<file path="src/rtl/phase_step_decoder.sv">
// Recovers the DDS tuning word from a modulo-MAX_PHASE phase stream.
// Locks after LOCK_CNT equal steps and flags step errors while locked.
module phase_step_decoder #(
    parameter int PHASE_W   = 14,
    parameter int M_W       = 13,
    parameter int MAX_PHASE = 10000,
    parameter int LOCK_CNT  = 8,
    parameter int LOSS_CNT  = 3
) (
    input  logic               clk,
    input  logic               rst_n,
    input  logic [PHASE_W-1:0] phase_in,
    input  logic               phase_valid,
    output logic [M_W-1:0]     m_out,
    output logic               locked,
    output logic               err
);

    localparam int MC_W = $clog2(LOCK_CNT + 1);
    localparam int LC_W = $clog2(LOSS_CNT + 1);
    localparam logic [PHASE_W:0] MAX_V  = (PHASE_W+1)'(MAX_PHASE);
    localparam logic [MC_W-1:0]  LOCK_V = MC_W'(LOCK_CNT);
    localparam logic [LC_W-1:0]  LOSS_V = LC_W'(LOSS_CNT);

    typedef enum logic [1:0] {S_IDLE, S_ACQ, S_LOCKED} state_t;

    state_t             state, state_nxt;
    logic [PHASE_W-1:0] prev, prev_nxt;
    logic [M_W-1:0]     cand, cand_nxt, m_nxt;
    logic               cand_valid, cv_nxt, locked_nxt, err_nxt;
    logic [MC_W-1:0]    match_cnt, match_nxt;
    logic [LC_W-1:0]    miss_cnt, miss_nxt;

    logic [PHASE_W:0]   phase_x, prev_x, delta;
    logic [M_W-1:0]     delta_m;
    logic               legal, illegal, in_range, m_hit;
    logic [M_W-1:0]     acq_cand;
    logic               acq_cv, acq_lock;
    logic [MC_W-1:0]    acq_match;
    logic [LC_W-1:0]    miss_inc;

    // Delta in PHASE_W+1 bits; prev is always a legal phase so the wrap branch stays < MAX_PHASE.
    assign phase_x  = {1'b0, phase_in};
    assign prev_x   = {1'b0, prev};
    assign legal    = phase_valid && (phase_x < MAX_V);
    assign illegal  = phase_valid && !(phase_x < MAX_V);
    assign delta    = (phase_x >= prev_x) ? phase_x - prev_x : phase_x + MAX_V - prev_x;
    assign delta_m  = delta[M_W-1:0];
    assign in_range = (delta >> M_W) == '0;
    assign m_hit    = in_range && (delta_m == m_out);
    assign miss_inc = miss_cnt + 1'b1;

    // Candidate tracking while acquiring.
    always_comb begin
        acq_cand  = cand;
        acq_cv    = 1'b0;
        acq_match = '0;
        if (in_range) begin
            acq_cv = 1'b1;
            if (cand_valid && delta_m == cand) begin
                acq_match = match_cnt + 1'b1;
            end else begin
                acq_cand  = delta_m;
                acq_match = MC_W'(1);
            end
        end
        acq_lock = (acq_match == LOCK_V);
    end

    always_ff @(posedge clk or negedge rst_n) begin
        if (!rst_n) state <= S_IDLE;
        else        state <= state_nxt;
    end

    always_comb begin
        state_nxt = state;
        if (illegal) begin
            state_nxt = S_IDLE;
        end else if (phase_valid) begin
            case (state)
                S_IDLE:   state_nxt = S_ACQ;
                S_ACQ:    if (acq_lock) state_nxt = S_LOCKED;
                S_LOCKED: if (!m_hit && miss_inc == LOSS_V) state_nxt = S_ACQ;
                default:  state_nxt = S_IDLE;
            endcase
        end
    end

    always_comb begin
        prev_nxt   = prev;
        cand_nxt   = cand;
        cv_nxt     = cand_valid;
        match_nxt  = match_cnt;
        miss_nxt   = miss_cnt;
        m_nxt      = m_out;
        locked_nxt = locked;
        err_nxt    = 1'b0;
        if (illegal) begin
            err_nxt    = 1'b1;
            locked_nxt = 1'b0;
            cv_nxt     = 1'b0;
            match_nxt  = '0;
            miss_nxt   = '0;
        end else if (legal) begin
            prev_nxt = phase_in;
            case (state)
                S_ACQ: begin
                    cand_nxt  = acq_cand;
                    cv_nxt    = acq_cv;
                    match_nxt = acq_match;
                    if (acq_lock) begin
                        m_nxt      = acq_cand;
                        locked_nxt = 1'b1;
                        miss_nxt   = '0;
                    end
                end
                S_LOCKED: begin
                    if (m_hit) begin
                        miss_nxt = '0;
                    end else begin
                        err_nxt  = 1'b1;
                        miss_nxt = miss_inc;
                        // Dropping lock restarts acquisition with this delta as the first match.
                        if (miss_inc == LOSS_V) begin
                            locked_nxt = 1'b0;
                            miss_nxt   = '0;
                            cand_nxt   = in_range ? delta_m : cand;
                            cv_nxt     = in_range;
                            match_nxt  = in_range ? MC_W'(1) : '0;
                        end
                    end
                end
                default: begin
                    cv_nxt    = 1'b0;
                    match_nxt = '0;
                end
            endcase
        end
    end

    always_ff @(posedge clk or negedge rst_n) begin
        if (!rst_n) begin
            prev       <= '0;
            cand       <= '0;
            cand_valid <= 1'b0;
            match_cnt  <= '0;
            miss_cnt   <= '0;
            m_out      <= '0;
            locked     <= 1'b0;
            err        <= 1'b0;
        end else begin
            prev       <= prev_nxt;
            cand       <= cand_nxt;
            cand_valid <= cv_nxt;
            match_cnt  <= match_nxt;
            miss_cnt   <= miss_nxt;
            m_out      <= m_nxt;
            locked     <= locked_nxt;
            err        <= err_nxt;
        end
    end

endmodule

</file>
<file path="config.mk">
export PLATFORM = sky130hd
export DESIGN_NAME = phase_step_decoder
export DESIGN_NICKNAME = d
export VERILOG_FILES = /design/src/rtl/phase_step_decoder.sv
export SDC_FILE = /design/constraint.sdc
export NUM_CORES = 1
export LEC_CHECK = 0
export ABC_AREA = 1
export BUFFER_PORTS_ARGS = -buffer_cell sky130_fd_sc_hd__buf_2
export CORE_UTILIZATION = 30
export CTS_CLUSTER_SIZE = 28
export DETAILED_ROUTE_END_ITERATION = 10
export HOLD_SLACK_MARGIN = 0.05
export PLACE_DENSITY_LB_ADDON = 0.12
export SYNTH_ARGS = -nofsm -noshare
export SYNTH_HDL_FRONTEND = slang
export SYNTH_SLANG_ARGS = --single-unit
</file>
<file path="constraint.sdc">
create_clock -name clk -period 3.3 [get_ports clk]
set_input_delay 0.495 -clock clk [delete_from_list [all_inputs] [get_ports clk]]
set_output_delay 0.495 -clock clk [all_outputs]
set_load 0.02 [all_outputs]
</file>
* Yosys cells after proc, flatten, opt, wreduce, memory -nomap -nowiden
Index checks and enable logic that the tools add are counted.
Operators by class: bitwise gates (word level) 1, reduce and logical (&&, ||, !) cells 20, eq/ne operators 13, add/sub/neg operators 5, magnitude comparators 2, mux-type cells 42
Operators by type and width (number):
- two-way mux 13 bit | 5
- equality test 13 bit | 2
- one-hot mux 13 bit (2 select lines) | 1
- two-way mux 4 bit | 6
- two-way mux 2 bit | 9
- adder 14 x 14 -> 15 bit (second input constant) | 1
- logical NOT 15 bit | 1
- two-way mux 1 bit | 15
- two-way mux 15 bit | 1
- subtractor 14 x 14 -> 15 bit | 1
- subtractor 15 x 14 -> 15 bit | 1
- >= comparator 14 bit | 1
- less-than comparator 14 bit (second input constant) | 1
- != test 3 bit (second input constant) | 4
- AND reduction 3 bit | 3
- one-hot mux 4 bit (2 select lines) | 1
- != test 2 bit (second input constant) | 3
- one-hot mux 2 bit (3 select lines) | 1
- AND reduction 6 bit | 1
- nonzero test 2 bit | 3
- logical AND 1 bit | 5
- AND reduction 5 bit | 1
- adder 4 x 1 -> 4 bit (second input constant) | 1
- equality test 2 bit (second input constant) | 2
- 11 further kinds | 13
Word-level totals: output and inout bits 15, bits of input ports 17, logic and storage cells 92, register bits 51

* Depth between registers and ports, before layout
word-level depth 12, mapped depth 28, gate-level depth less buffers 27

* Worst setup path before layout
No wires, ideal clock.
path type input to register, from in phase_in[2], to reg m_out[10], arrival 2966 ps, required time 3183 ps, library setup time 117 ps, buffers on the path 2, stages 25, slack 217 ps, cell sequence ha_1 -> buf_6 -> inv_1 -> nand2_1 -> and2_1 -> ha_1 -> inv_1 -> nand2_1 -> nand2_1 -> nand2_1 -> nand2_1 -> nand3_1 -> nand2_1 -> nand2_1 -> nand3_1 -> nand2_1 -> nor2_1 -> nand3_1 -> nor2_4 -> nand4_4 -> nor2_4 -> nand2_4 -> buf_6 -> nand2_1 -> nand2_1
On the way: cells in the longest elaborated chain, start to end 9, elaborated cells on any way between the ends 19, classes of those cells add/sub (3); order compare (2); eq/ne (2); mux (5); bitwise (1); reduce/logical (6)
RTL lines:
- start, declared | line 12 | input logic [PHASE_W-1:0] phase_in,
- adder 14 x 14 -> 15 bit | line 47 | assign delta = (phase_x >= prev_x) ? phase_x - prev_x : phase_x + MAX_V - prev_x;
- subtractor 15 x 14 -> 15 bit | line 47
- two-way mux 15 bit | line 47
- equality test 13 bit | line 60 | if (cand_valid && delta_m == cand) begin
- logical AND 1 bit | line 60
- two-way mux 4 bit | line 60
- two-way mux 4 bit | line 58 | if (in_range) begin
- equality test 4 bit | line 67 | acq_lock = (acq_match == LOCK_V);
- AND reduction 4 bit (no line)
- end signal, assigned | line 157 | m_out <= m_nxt;
- end, declared | line 14 | output logic [M_W-1:0] m_out,
Several ways; a longest one is shown, not always the timed one. A chain may end at the register's enable or synchronous reset.

* Worst setup path in the final report
from reg prev[3], to reg m_out[2]
On the way: cells in the longest elaborated chain, start to end 8, elaborated cells on any way between the ends 13, classes of those cells add/sub (2); order compare (1); eq/ne (2); mux (5); reduce/logical (3)
RTL lines:
- start, declared | line 28 | logic [PHASE_W-1:0] prev, prev_nxt;
- start signal, assigned | line 152 | prev <= prev_nxt;
- subtractor 15 x 14 -> 15 bit, or another cell as far along | line 47
- two-way mux 15 bit * | line 47
- equality test 13 bit | line 60
- logical AND 1 bit | line 60
- two-way mux 4 bit | line 60
- two-way mux 4 bit | line 58
- equality test 4 bit | line 67
- AND reduction 4 bit (no line)
Mark *: on every way between the ends. The rest lies on a longest branch, timed or not.

==> impl_metrics.ini <==
[status]
status = complete, but fails checks
violations = negative setup slack

[synth]
synthAdderAreaFrac_pct = 11.71
synth_simple_gate_area_share_pct = 42.51
syn_inst = 857
muxShareOfSynthArea_pct = 0.1843
synth-xor-area-share_pct = 1.590
syn_nets = 920
synth_warnings = 0
synthesis.area_mm2 = 0.005430
synth-seq-area-share_pct = 23.50
ys_ff_latch = 51
avgSynthCellArea_um2 = 6.336
synth_compound_area_share_pct = 9.747
yosysUniqueCellTypes = 44
synth_top_family_by_area = simple AND/OR/NAND/NOR gates

[timing]
fmax_mhz = 301.4
grt_setup_unrepaired = true
finalHoldViolations = 0
finalCritPeriodShare_pct = 100.5
max_slew_margin_pct = 30.59
final-setup-viol-count = 7
tightest_slew_ns = 1.041
min_period_ns = 3.318
fin_ws_ns = -0.01809
maxSlewViolCount = 0
finalClockSkew_ns = 0.01792
hold_slack_ns = 0.3667

[routing]
via_count = 5875
via_per_inst = 4.633
wl_um = 18230
firstDrtPassIters = 4
first_iter_violations = 308
drtAntennaViolNets = 0
drc_errors = 0
post_drt_wl_per_cell_um = 14.38

[cts]
clkTransAtPathRegs_ns = 0.09
cts_tree = yes
worstSkewPairLatency_ns = 0.31
htree_levels = 2
clockBufferDepth = 2
root_buffer = clkbuf_16
cts.sinks = 51
numCtsBuffers = 5

[worst_setup_path]
path_max_fanout = 6
required_ns = 3.54
setup.worst_path.start_class = flip-flop
cp.arrival_ns = 3.56
critPathKind = flip-flop to flip-flop
endpoint_kind = flip-flop

[power_and_ir_drop]
p_int_mw = 2.372
switching_share_pct = 46.79
netSwitchingPower_mw = 2.086
p_clk_share_pct = 13.0
p_comb_share_pct = 68.3
cellPowerDensity_mw_per_mm2 = 578.4
ir_worst_vdd_v = 0.0002758
pwr-share-seq_pct = 18.8
p_total_mw = 4.458
leakage_nw = 4.058

[place]
port_buffers = 31
hpwl_um = 14280
dp_worst_setup_slack_ns = -0.2337
gp_congestion = 0.8562

[global_route]
grt.total_usage_pct = 19.90
grt_pass1_wl_um = 28100
grt_util_met1_pct = 28.96
grt_pass1_vias = 5339
antenna_found_initial = 0
grt_max_degree = 43
gr-usage-met3_pct = 2.593
top_usage_layer = met2
use_met2_pct = 31.39
gr-total-overflow = 0

[run]
drv_cap = 0

[floorplanning]
io_pins = 32
fp.dieH_um = 136.5
dieArea_mm2 = 0.01864
coreArea_mm2 = 0.01748
dieWidth_um = 136.5
start_util_pct = 31.07
rows = 48

[cells_and_area]
antenna_cells = 0
area_growth_pct = 41.94
layout-drive-gt1-share_pct = 34.52
nNetsFinal = 1106
final_core_util_pct = 44.10

[min_path]
min_path_type = input pin to asynchronous set/reset pin
==> placed cells by master, fill, tap and decap left out, types with 2 or more instances in the layout <==
| master | synthesis | final |
|---|---|---|
| nand3_1 | 91 | 75 |
| a21oi_1 | 23 | 18 |
| buf_2 | 3 | 31 |
| xor2_1 | 7 | 6 |
| and2_1 | 2 | 2 |
| nand4_1 | 12 | 12 |
| a21oi_2 | 2 | 7 |
| o21ai_0 | 52 | 39 |
| buf_12 | 1 | 4 |
| fa_2 | 0 | 6 |
| o21a_1 | 3 | 3 |
| xor2_2 | 1 | 2 |
| buf_4 | 1 | 154 |
| clkbuf_16 | 0 | 7 |
| nand3b_1 | 9 | 9 |
| nand3_2 | 3 | 17 |
| ha_1 | 38 | 29 |
| nor2_4 | 4 | 11 |
| dfrtp_1 | 51 | 51 |
| clkinv_1 | 2 | 2 |
| o21ai_2 | 2 | 7 |
| nand2_1 | 297 | 255 |
| inv_1 | 117 | 109 |
| nand2_4 | 8 | 11 |
| nand2_2 | 15 | 54 |
| ha_2 | 0 | 3 |
| ha_4 | 0 | 6 |
| o21ai_1 | 5 | 12 |
| nand3_4 | 1 | 3 |
| buf_6 | 4 | 4 |
| nand2_8 | 0 | 2 |
| nor2_1 | 62 | 48 |
| fa_1 | 8 | 2 |
| inv_2 | 4 | 12 |
| nor3_1 | 3 | 2 |
| nor2_2 | 6 | 13 |
==> critical path: stages (launching register included) <==
cell	delay, ns
dfrtp_1	0.38
inv_2	0.08
ha_4	0.13
inv_2	0.04
fa_2	0.64
nand2_2	0.09
inv_2	0.06
nand2_2	0.06
nand2_2	0.11
nand2_2	0.08
nand2_2	0.06
nand2_1	0.05
nand2_1	0.07
nand2_2	0.07
nand3_2	0.07
nand2_1	0.05
nor2_1	0.10
nand3_2	0.12
nor2_4	0.21
nand4_4	0.17
nor2_4	0.17
buf_12	0.15
clkbuf_16	0.15
nand3_1	0.06
nand2_1	0.07
==> layout make-up <==
class | count | area (um^2)
clock buffers | 6 | 138.9
clock inverters | 1 | 8.758
fillers | 1824 | 9769
inverters | 123 | 461.7
multi-input cells | 667 | 4054
flip-flops and latches | 51 | 1276
well taps | 225 | 281.5
repair buffers | 195 | 1486
==> flip-flops by register name (all words and copies together), names as in the netlist <==
name,cells
err,1
prev,14
cand_valid,1
locked,1
state,2
m_out,13
match_cnt,4
cand,13
miss_cnt,2
==> through the flow <==
stage	TNS, ns	cells	cell area (um^2)
global route	-6.010	1268	7707
finish	-0.06354	1268	7707
CTS	0	1252	7086
floorplan	0	857	5430
detailed placement	-7.141	1243	6893
global placement	-7.012	1243	6893
==> power by group through the flow <==
stage                     sequential (mW)  combinational, mW  clock [mW]
after detailed placement            0.834               2.66           0
after floorplan                     0.823               1.58           0
final                               0.837               3.04       0.578
after global routing                0.858               3.38       0.614
after CTS                           0.825               2.70       0.604
after global placement              0.840               2.66           0
==> per-layer routing <==
layer / share of wire (%) / vias up
li1: - / 3091
met1: 51 / 2701
met2: 45 / 72
met3: 3.0 / 11
met4: 1.2 / 0
met5: 0 / -
==> cells in the mapped netlist, drive strengths merged <==
cell    instances  area share (%)
buf             9             1.6
ha             38             8.8
clkinv          2            0.14
inv           121             8.4
dfrtp          51              24
nand3          95             9.3
nor3            3            0.28
o221ai          1            0.16
nand2         320              24
xor2            8             1.4
o21ai          59             5.6
nand3b          9             1.2
and2            2            0.23
nor2           72             5.8
o22ai           1            0.12
xnor2           1            0.16
a21oi          26             2.7
o41ai           1            0.16
a21o            1            0.14
a221oi          1            0.16
clkbuf          9            0.65
fa              8             2.9
mux2i           1            0.18
o21a            3            0.41
a21boi          1            0.14
nand4          13             1.8
a211oi          1            0.14
==> cells by family (layout without fill, tap and decap cells) <==
logic type      Yosys count  in the layout
fa+ha+maj                46             46
mux                       1              1
simple gates            514            516
compound gates           95             95
xor+xnor                  9              9
buf+inv                 141            325
flops                    51             51
==> path summary, 6_finish.rpt <==
path                                          to                 from  cells past startpoint  slack [ns]
max                         m_out[2]$_DFFE_PN0P_  prev[3]$_DFFE_PN0P_                     24       -0.02
min                         prev[12]$_DFFE_PN0P_                rst_n                      1        0.37
max reg2reg                 m_out[2]$_DFFE_PN0P_  prev[3]$_DFFE_PN0P_                     24       -0.02
min reg2reg                   locked$_DFFE_PN0P_   locked$_DFFE_PN0P_                      2        0.48
max in group asynchronous  m_out[12]$_DFFE_PN0P_                rst_n                      2        2.17
min in group clk            prev[13]$_DFFE_PN0P_         phase_in[13]                      3        0.44
==> what timing repair did <==
action / in CTS / in global routing
hold buffers: 0 / 0
setup endpoints to repair: 35 / 37
resized for setup: 10 / 137
setup buffers: 1 / 13
endpoints found under the hold margin: 0 / 0
cloned: 1 / 3
pin swaps: 4 / 51
Power figures use the tool's default switching activity.
